<file path="src/rtl/seg7_scan_driver.sv">
// seg7_scan_driver: time-multiplexed NUM_DIGITS 7-segment driver with blank interval; define SEG7_LEADING_ZERO_BLANK_EN to suppress leading zeros
module seg7_scan_driver #(
   parameter int NUM_DIGITS   = 4,
   parameter int REFRESH_DIV  = 50000,
   parameter int BLANK_CYCLES = 2,
   parameter bit ACTIVE_LOW   = 1
) (
   input  logic                    CLK,
   input  logic                    RESET,
   input  logic [4*NUM_DIGITS-1:0] VALUE,
   input  logic [NUM_DIGITS-1:0]   DP_IN,
   input  logic [NUM_DIGITS-1:0]   DIGIT_EN,
   input  logic                    LOAD,
   output logic [6:0]              SEG,
   output logic                    DP,
   output logic [NUM_DIGITS-1:0]   AN,
   output logic                    SLOT_TICK
);
   localparam int PW = REFRESH_DIV > 1 ? $clog2(REFRESH_DIV) : 1;
   localparam int IW = NUM_DIGITS > 1 ? $clog2(NUM_DIGITS) : 1;
   localparam logic [PW-1:0] P_LAST = PW'(REFRESH_DIV - 1);
   localparam logic [IW-1:0] I_LAST = IW'(NUM_DIGITS - 1);
   localparam logic [6:0] SEG_POL = ACTIVE_LOW ? 7'h00 : 7'h7F;
   localparam logic [NUM_DIGITS-1:0] AN_POL = ACTIVE_LOW ? '0 : '1;
   localparam logic DP_POL = !ACTIVE_LOW;
   localparam logic [6:0] SEG_OFF = 7'h7F ^ SEG_POL;
   localparam logic [NUM_DIGITS-1:0] AN_OFF = '1 ^ AN_POL;
   localparam logic DP_OFF = 1'b1 ^ DP_POL;

   typedef enum logic {BLANK, SHOW} phase_e;

   phase_e state_q, state_d;
   logic [PW-1:0] presc_q, presc_d;
   logic [IW-1:0] idx_q, idx_d;
   logic [4*NUM_DIGITS-1:0] sh_val_q, sh_val_d;
   logic [NUM_DIGITS-1:0] sh_dp_q, sh_dp_d;
   logic [6:0] seg_q, seg_d;
   logic dp_q, dp_d;
   logic [NUM_DIGITS-1:0] an_q, an_d;
   logic tick_q, tick_d;
   logic [NUM_DIGITS-1:0] lzb;
   logic [3:0] nib;
   logic lit;

   function automatic phase_e phase_of(input logic [PW-1:0] c);
      return (32'(c) < BLANK_CYCLES) ? BLANK : SHOW;
   endfunction

   function automatic logic [6:0] encode(input logic [3:0] h);
      case (h)
         4'h0: return 7'h40;
         4'h1: return 7'h79;
         4'h2: return 7'h24;
         4'h3: return 7'h30;
         4'h4: return 7'h19;
         4'h5: return 7'h12;
         4'h6: return 7'h02;
         4'h7: return 7'h78;
         4'h8: return 7'h00;
         4'h9: return 7'h18;
         4'hA: return 7'h08;
         4'hB: return 7'h03;
         4'hC: return 7'h46;
         4'hD: return 7'h21;
         4'hE: return 7'h06;
         default: return 7'h0E;
      endcase
   endfunction

`ifdef SEG7_LEADING_ZERO_BLANK_EN
   // a digit is a leading zero while it and every digit above it hold 0 with no lit DP; digit 0 always shows
   always_comb begin
      logic run;
      run = 1'b1;
      lzb = '0;
      for (int i = NUM_DIGITS - 1; i > 0; i--) begin
         run = run & (sh_val_q[4*i +: 4] == 4'h0) & ~sh_dp_q[i];
         lzb[i] = run;
      end
   end
`else
   assign lzb = '0;
`endif

   assign nib = sh_val_q[{idx_q, 2'b00} +: 4];
   assign lit = DIGIT_EN[idx_q] & ~lzb[idx_q];

   // next counters, slot phase and output pattern derived from this cycle's counters
   always_comb begin
      presc_d  = presc_q == P_LAST ? '0 : presc_q + 1'b1;
      idx_d    = presc_q != P_LAST ? idx_q : (idx_q == I_LAST ? '0 : idx_q + 1'b1);
      state_d  = phase_of(presc_d);
      tick_d   = presc_q == P_LAST;
      sh_val_d = LOAD ? VALUE : sh_val_q;
      sh_dp_d  = LOAD ? DP_IN : sh_dp_q;
      an_d     = (state_q == SHOW ? ~(NUM_DIGITS'(1) << idx_q) : '1) ^ AN_POL;
      seg_d    = (state_q == SHOW && lit ? encode(nib) : 7'h7F) ^ SEG_POL;
      dp_d     = (state_q == SHOW && lit ? ~sh_dp_q[idx_q] : 1'b1) ^ DP_POL;
   end

   // state, shadow and registered outputs; reset aborts any slot in progress
   always_ff @(posedge CLK) begin
      if (RESET) begin
         state_q  <= phase_of('0);
         presc_q  <= '0;
         idx_q    <= '0;
         sh_val_q <= '0;
         sh_dp_q  <= '0;
         seg_q    <= SEG_OFF;
         dp_q     <= DP_OFF;
         an_q     <= AN_OFF;
         tick_q   <= 1'b0;
      end else begin
         state_q  <= state_d;
         presc_q  <= presc_d;
         idx_q    <= idx_d;
         sh_val_q <= sh_val_d;
         sh_dp_q  <= sh_dp_d;
         seg_q    <= seg_d;
         dp_q     <= dp_d;
         an_q     <= an_d;
         tick_q   <= tick_d;
      end
   end

   assign SEG       = seg_q;
   assign DP        = dp_q;
   assign AN        = an_q;
   assign SLOT_TICK = tick_q;
endmodule

</file>
<file path="config.mk">
export PLATFORM = sky130hd
export DESIGN_NAME = seg7_scan_driver
export DESIGN_NICKNAME = d
export VERILOG_FILES = /design/src/rtl/seg7_scan_driver.sv
export SDC_FILE = /design/constraint.sdc
export NUM_CORES = 1
export LEC_CHECK = 0
export BUFFER_PORTS_ARGS = -buffer_cell sky130_fd_sc_hd__buf_4
export CORE_MARGIN = 1.5
export CORE_UTILIZATION = 35
export CTS_BUF_LIST = sky130_fd_sc_hd__clkbuf_2 sky130_fd_sc_hd__clkbuf_4 sky130_fd_sc_hd__clkbuf_8
export CTS_CLUSTER_DIAMETER = 30
export CTS_CLUSTER_SIZE = 14
export DETAILED_ROUTE_END_ITERATION = 16
export GPL_ROUTABILITY_DRIVEN = 0
export SLEW_MARGIN = 20
export SYNTH_ARGS = -nofsm -noshare
export SYNTH_HDL_FRONTEND = slang
export SYNTH_SLANG_ARGS = --single-unit
</file>
<file path="constraint.sdc">
create_clock -name CLK -period 2.6 [get_ports CLK]
set_clock_uncertainty 0.05 [all_clocks]
set_input_delay 0.39 -clock CLK [delete_from_list [all_inputs] [get_ports CLK]]
set_output_delay 0.39 -clock CLK [all_outputs]
set_load 0.05 [all_outputs]
</file>
==> flow_metrics.py <==
metrics = {
    "power_and_ir_drop": {
        "max-vdd-ir-drop_mv": 0.226,
        "leakage_nw": 1.17,
        "power_density_nw_per_um2": 509,
    },
    "cts": {
        "cts.sinks": 52,
        "ctsHoldBuffers": 0,
        "cts_setup_buffers": 0,
        "cts_tree": "yes",
        "root_buffer": "clkbuf_8",
        "htreeDepth": 2,
        "worstSkewPairLatency_ns": 0.30,
        "clk_path_buf_depth": 2,
        "cts_buffers": 5,
        "cts.repair.resized": 0,
        "path_clk_slew_ns": 0.09,
    },
    "worst_setup_path": {
        "critical_path_class": "flop to flop",
        "worstRegToRegCells": 7,
        "required_ns": 2.74,
        "crit_fanout": 9,
        "crit_family": "simple AND/OR/NAND/NOR gates",
        "cp_num_cells": 7,
        "cp_slowest_cell": "dfxtp_1",
        "arrival_ns": 2.35,
        "end_kind": "flop",
        "path_cells": "ha_1 -> and3_1 -> nand4_1 -> nand2b_1 -> a31o_2 -> o2111ai_1 -> or3_1",
        "startpoint_type": "flop",
        "cp.buffers_inverters": 0,
        "crit_path_max_incr_delay_ns": 0.40,
    },
    "global_routing": {
        "antenna_found_initial": 0,
        "grt_overflow": 0,
        "grt_pass1_wl_um": 8290,
        "grt_pass1_vias": 1769,
        "grt_max_degree": 33,
        "track_usage": 0.139,
    },
    "floorplanning": {
        "rows": 30,
        "core_area_sq_um": 6830,
        "ios": 40,
        "die_h_um": 87.4,
        "die_w_um": 87.4,
        "start_util": 0.365,
        "dieArea_sq_um": 7640,
    },
    "cells_and_area": {
        "antennaDiodeCount": 0,
        "layout_commonest_cell": "dfxtp_1",
        "nFillCells": 689,
        "final_cell_mix": "dfxtp_1 (52), nor2_1 (43), buf_4 (42)",
        "syn2layout_area_growth_pct": 17.9,
        "stdcell_area_sq_um": 2940,
        "nets": 327,
        "drive_above_1_share": 0.221,
    },
    "logic_synthesis": {
        "synth-main-ff-cell": "dfxtp_1",
        "avgSynthCellArea_sq_um": 9.70,
        "ys_warn_count": 0,
        "ys_async_sr_fraction": 0,
        "ys_seq_area_frac": 0.418,
        "synth_area_sq_um": 2490,
        "ys_seq_elements": 52,
        "synth_cell_type_count": 40,
        "syn_inst": 257,
        "syn_nets": 294,
        "synth_edf_count": 0,
    },
    "sta": {
        "rsz0062_at_grt": "false",
        "tightest_slew_ns": 0.551,
        "tns_ns": 0,
        "min_period_ns": 2.21,
        "slew_violations": 0,
        "maxSlewHeadroom": 0.629,
        "hold_viol_final": 0,
        "setup_violations": 0,
        "fmax_ghz": 0.452,
        "period_share": 0.850,
    },
    "drt": {
        "drt-initial-drc-count": 59,
        "drt-total-wl_um": 4960,
        "viasPerCell": 4.88,
        "antenna_left": 0,
        "drc": 0,
        "num_vias": 1885,
        "wl_per_cell_um": 12.8,
        "first_pass_iters": 4,
    },
    "placement": {
        "hpwl_um": 3570,
        "placedInstanceArea_sq_um": 2850,
        "port_buffers": 39,
    },
    "hold_path": {
        "hp-class": "primary input to flop",
        "holdPathStages": 3,
    },
    "run_status": {
        "outcome": "complete, no violations",
    },
    "flow_run": {
        "maxCapViolCount": 0,
    },
}
==> layout make-up <==
type                            instances  area, sq um  area share
Clock buffer                            6         82.6      0.0281
Sequential cell                        52         1040       0.354
Tap cell                               96          120      0.0409
Clock inverter                          1         8.76     0.00298
Inverter                                6         22.5     0.00766
Timing Repair Buffer                   42          315       0.107
Multi-Input combinational cell        183         1350       0.459
==> state kept, by name, summed over array words and instances (netlist names) <==
| register | flops |
|---|---|
| sh_val_q | 16 |
| AN | 4 |
| SEG | 7 |
| state_q | 1 |
| idx_q | 2 |
| SLOT_TICK | 1 |
| sh_dp_q | 4 |
| DP | 1 |
| presc_q | 16 |
==> cells in the mapped netlist, types with 2 or more instances <==
| cell type | number | area, sq um |
|---|---|---|
| nand2_1 | 17 | 63.8 |
| dfxtp_1 | 52 | 1040 |
| and3_1 | 6 | 37.5 |
| nor3_1 | 3 | 15.0 |
| xor2_1 | 5 | 43.8 |
| xnor2_1 | 11 | 96.3 |
| inv_1 | 6 | 22.5 |
| nor2b_1 | 4 | 25.0 |
| nand3_1 | 6 | 30.0 |
| mux2i_1 | 26 | 260 |
| buf_2 | 4 | 20.0 |
| or3_1 | 2 | 12.5 |
| buf_6 | 2 | 22.5 |
| a311oi_1 | 3 | 26.3 |
| a21oi_1 | 5 | 25.0 |
| ha_1 | 10 | 125 |
| mux4_2 | 5 | 113 |
| nand4_1 | 2 | 12.5 |
| o21ai_0 | 6 | 30.0 |
| clkbuf_1 | 9 | 33.8 |
| a31o_2 | 3 | 26.3 |
| o221ai_1 | 5 | 43.8 |
| nor2_1 | 43 | 161 |
| nand2b_1 | 3 | 18.8 |
| and3_4 | 3 | 33.8 |
| nor4_1 | 2 | 12.5 |
==> logic make-up after synthesis <==
group | Yosys count | synth area share
buf+inv | 22 | 0.0412
mux | 32 | 0.154
simple gates | 98 | 0.197
xor+xnor | 16 | 0.0562
flops | 52 | 0.418
fa+ha+maj | 10 | 0.0502
compound gates | 27 | 0.0833
==> metrics by stage <==
stage | total power [mW] | worst slack (ns) | std cells | hold WS [ns] | util
after floorplan | 0.980 | 0.534 | 257 | 0.384 | -
after global placement | 1.04 | 0.433 | 379 | 0.416 | 0.417
after detailed placement | 1.04 | 0.416 | 379 | 0.414 | 0.417
after CTS | 1.52 | 0.376 | 386 | 0.260 | 0.430
after global routing | 1.56 | 0.190 | 386 | 0.264 | 0.430
final | 1.50 | 0.389 | 386 | 0.268 | 0.430
==> power by group <==
group	internal [mW]	switching [mW]	total [mW]
clock network	0.213	0.259	0.472
registers	0.827	0.0144	0.842
logic	0.0841	0.0993	0.183
==> worst register-to-register path: cells and delay by family, from the launching register on <==
family | cells | cell delay [ns]
fa+ha+maj | 1 | 0.25
flops | 1 | 0.40
simple gates | 4 | 1.15
compound gates | 2 | 0.26
==> routing by layer <==
metal  GRT usage  vias up  wire length, um
met5           0        -                0
met4      0.0534        0               73
li1            -      959                -
met2       0.215       41             2240
met1       0.185      879             2420
met3      0.0370        6              218
==> final timing paths <==
check	from	endpoint	slack, ns
setup / recovery	presc_q[0]	state_q	0.39
hold / removal	VALUE[9]	sh_val_q[9]	0.27
setup reg to reg	presc_q[0]	state_q	0.39
hold reg to reg	presc_q[0]	presc_q[0]	0.44
Note: power is estimated with default switching activity, not from simulation.
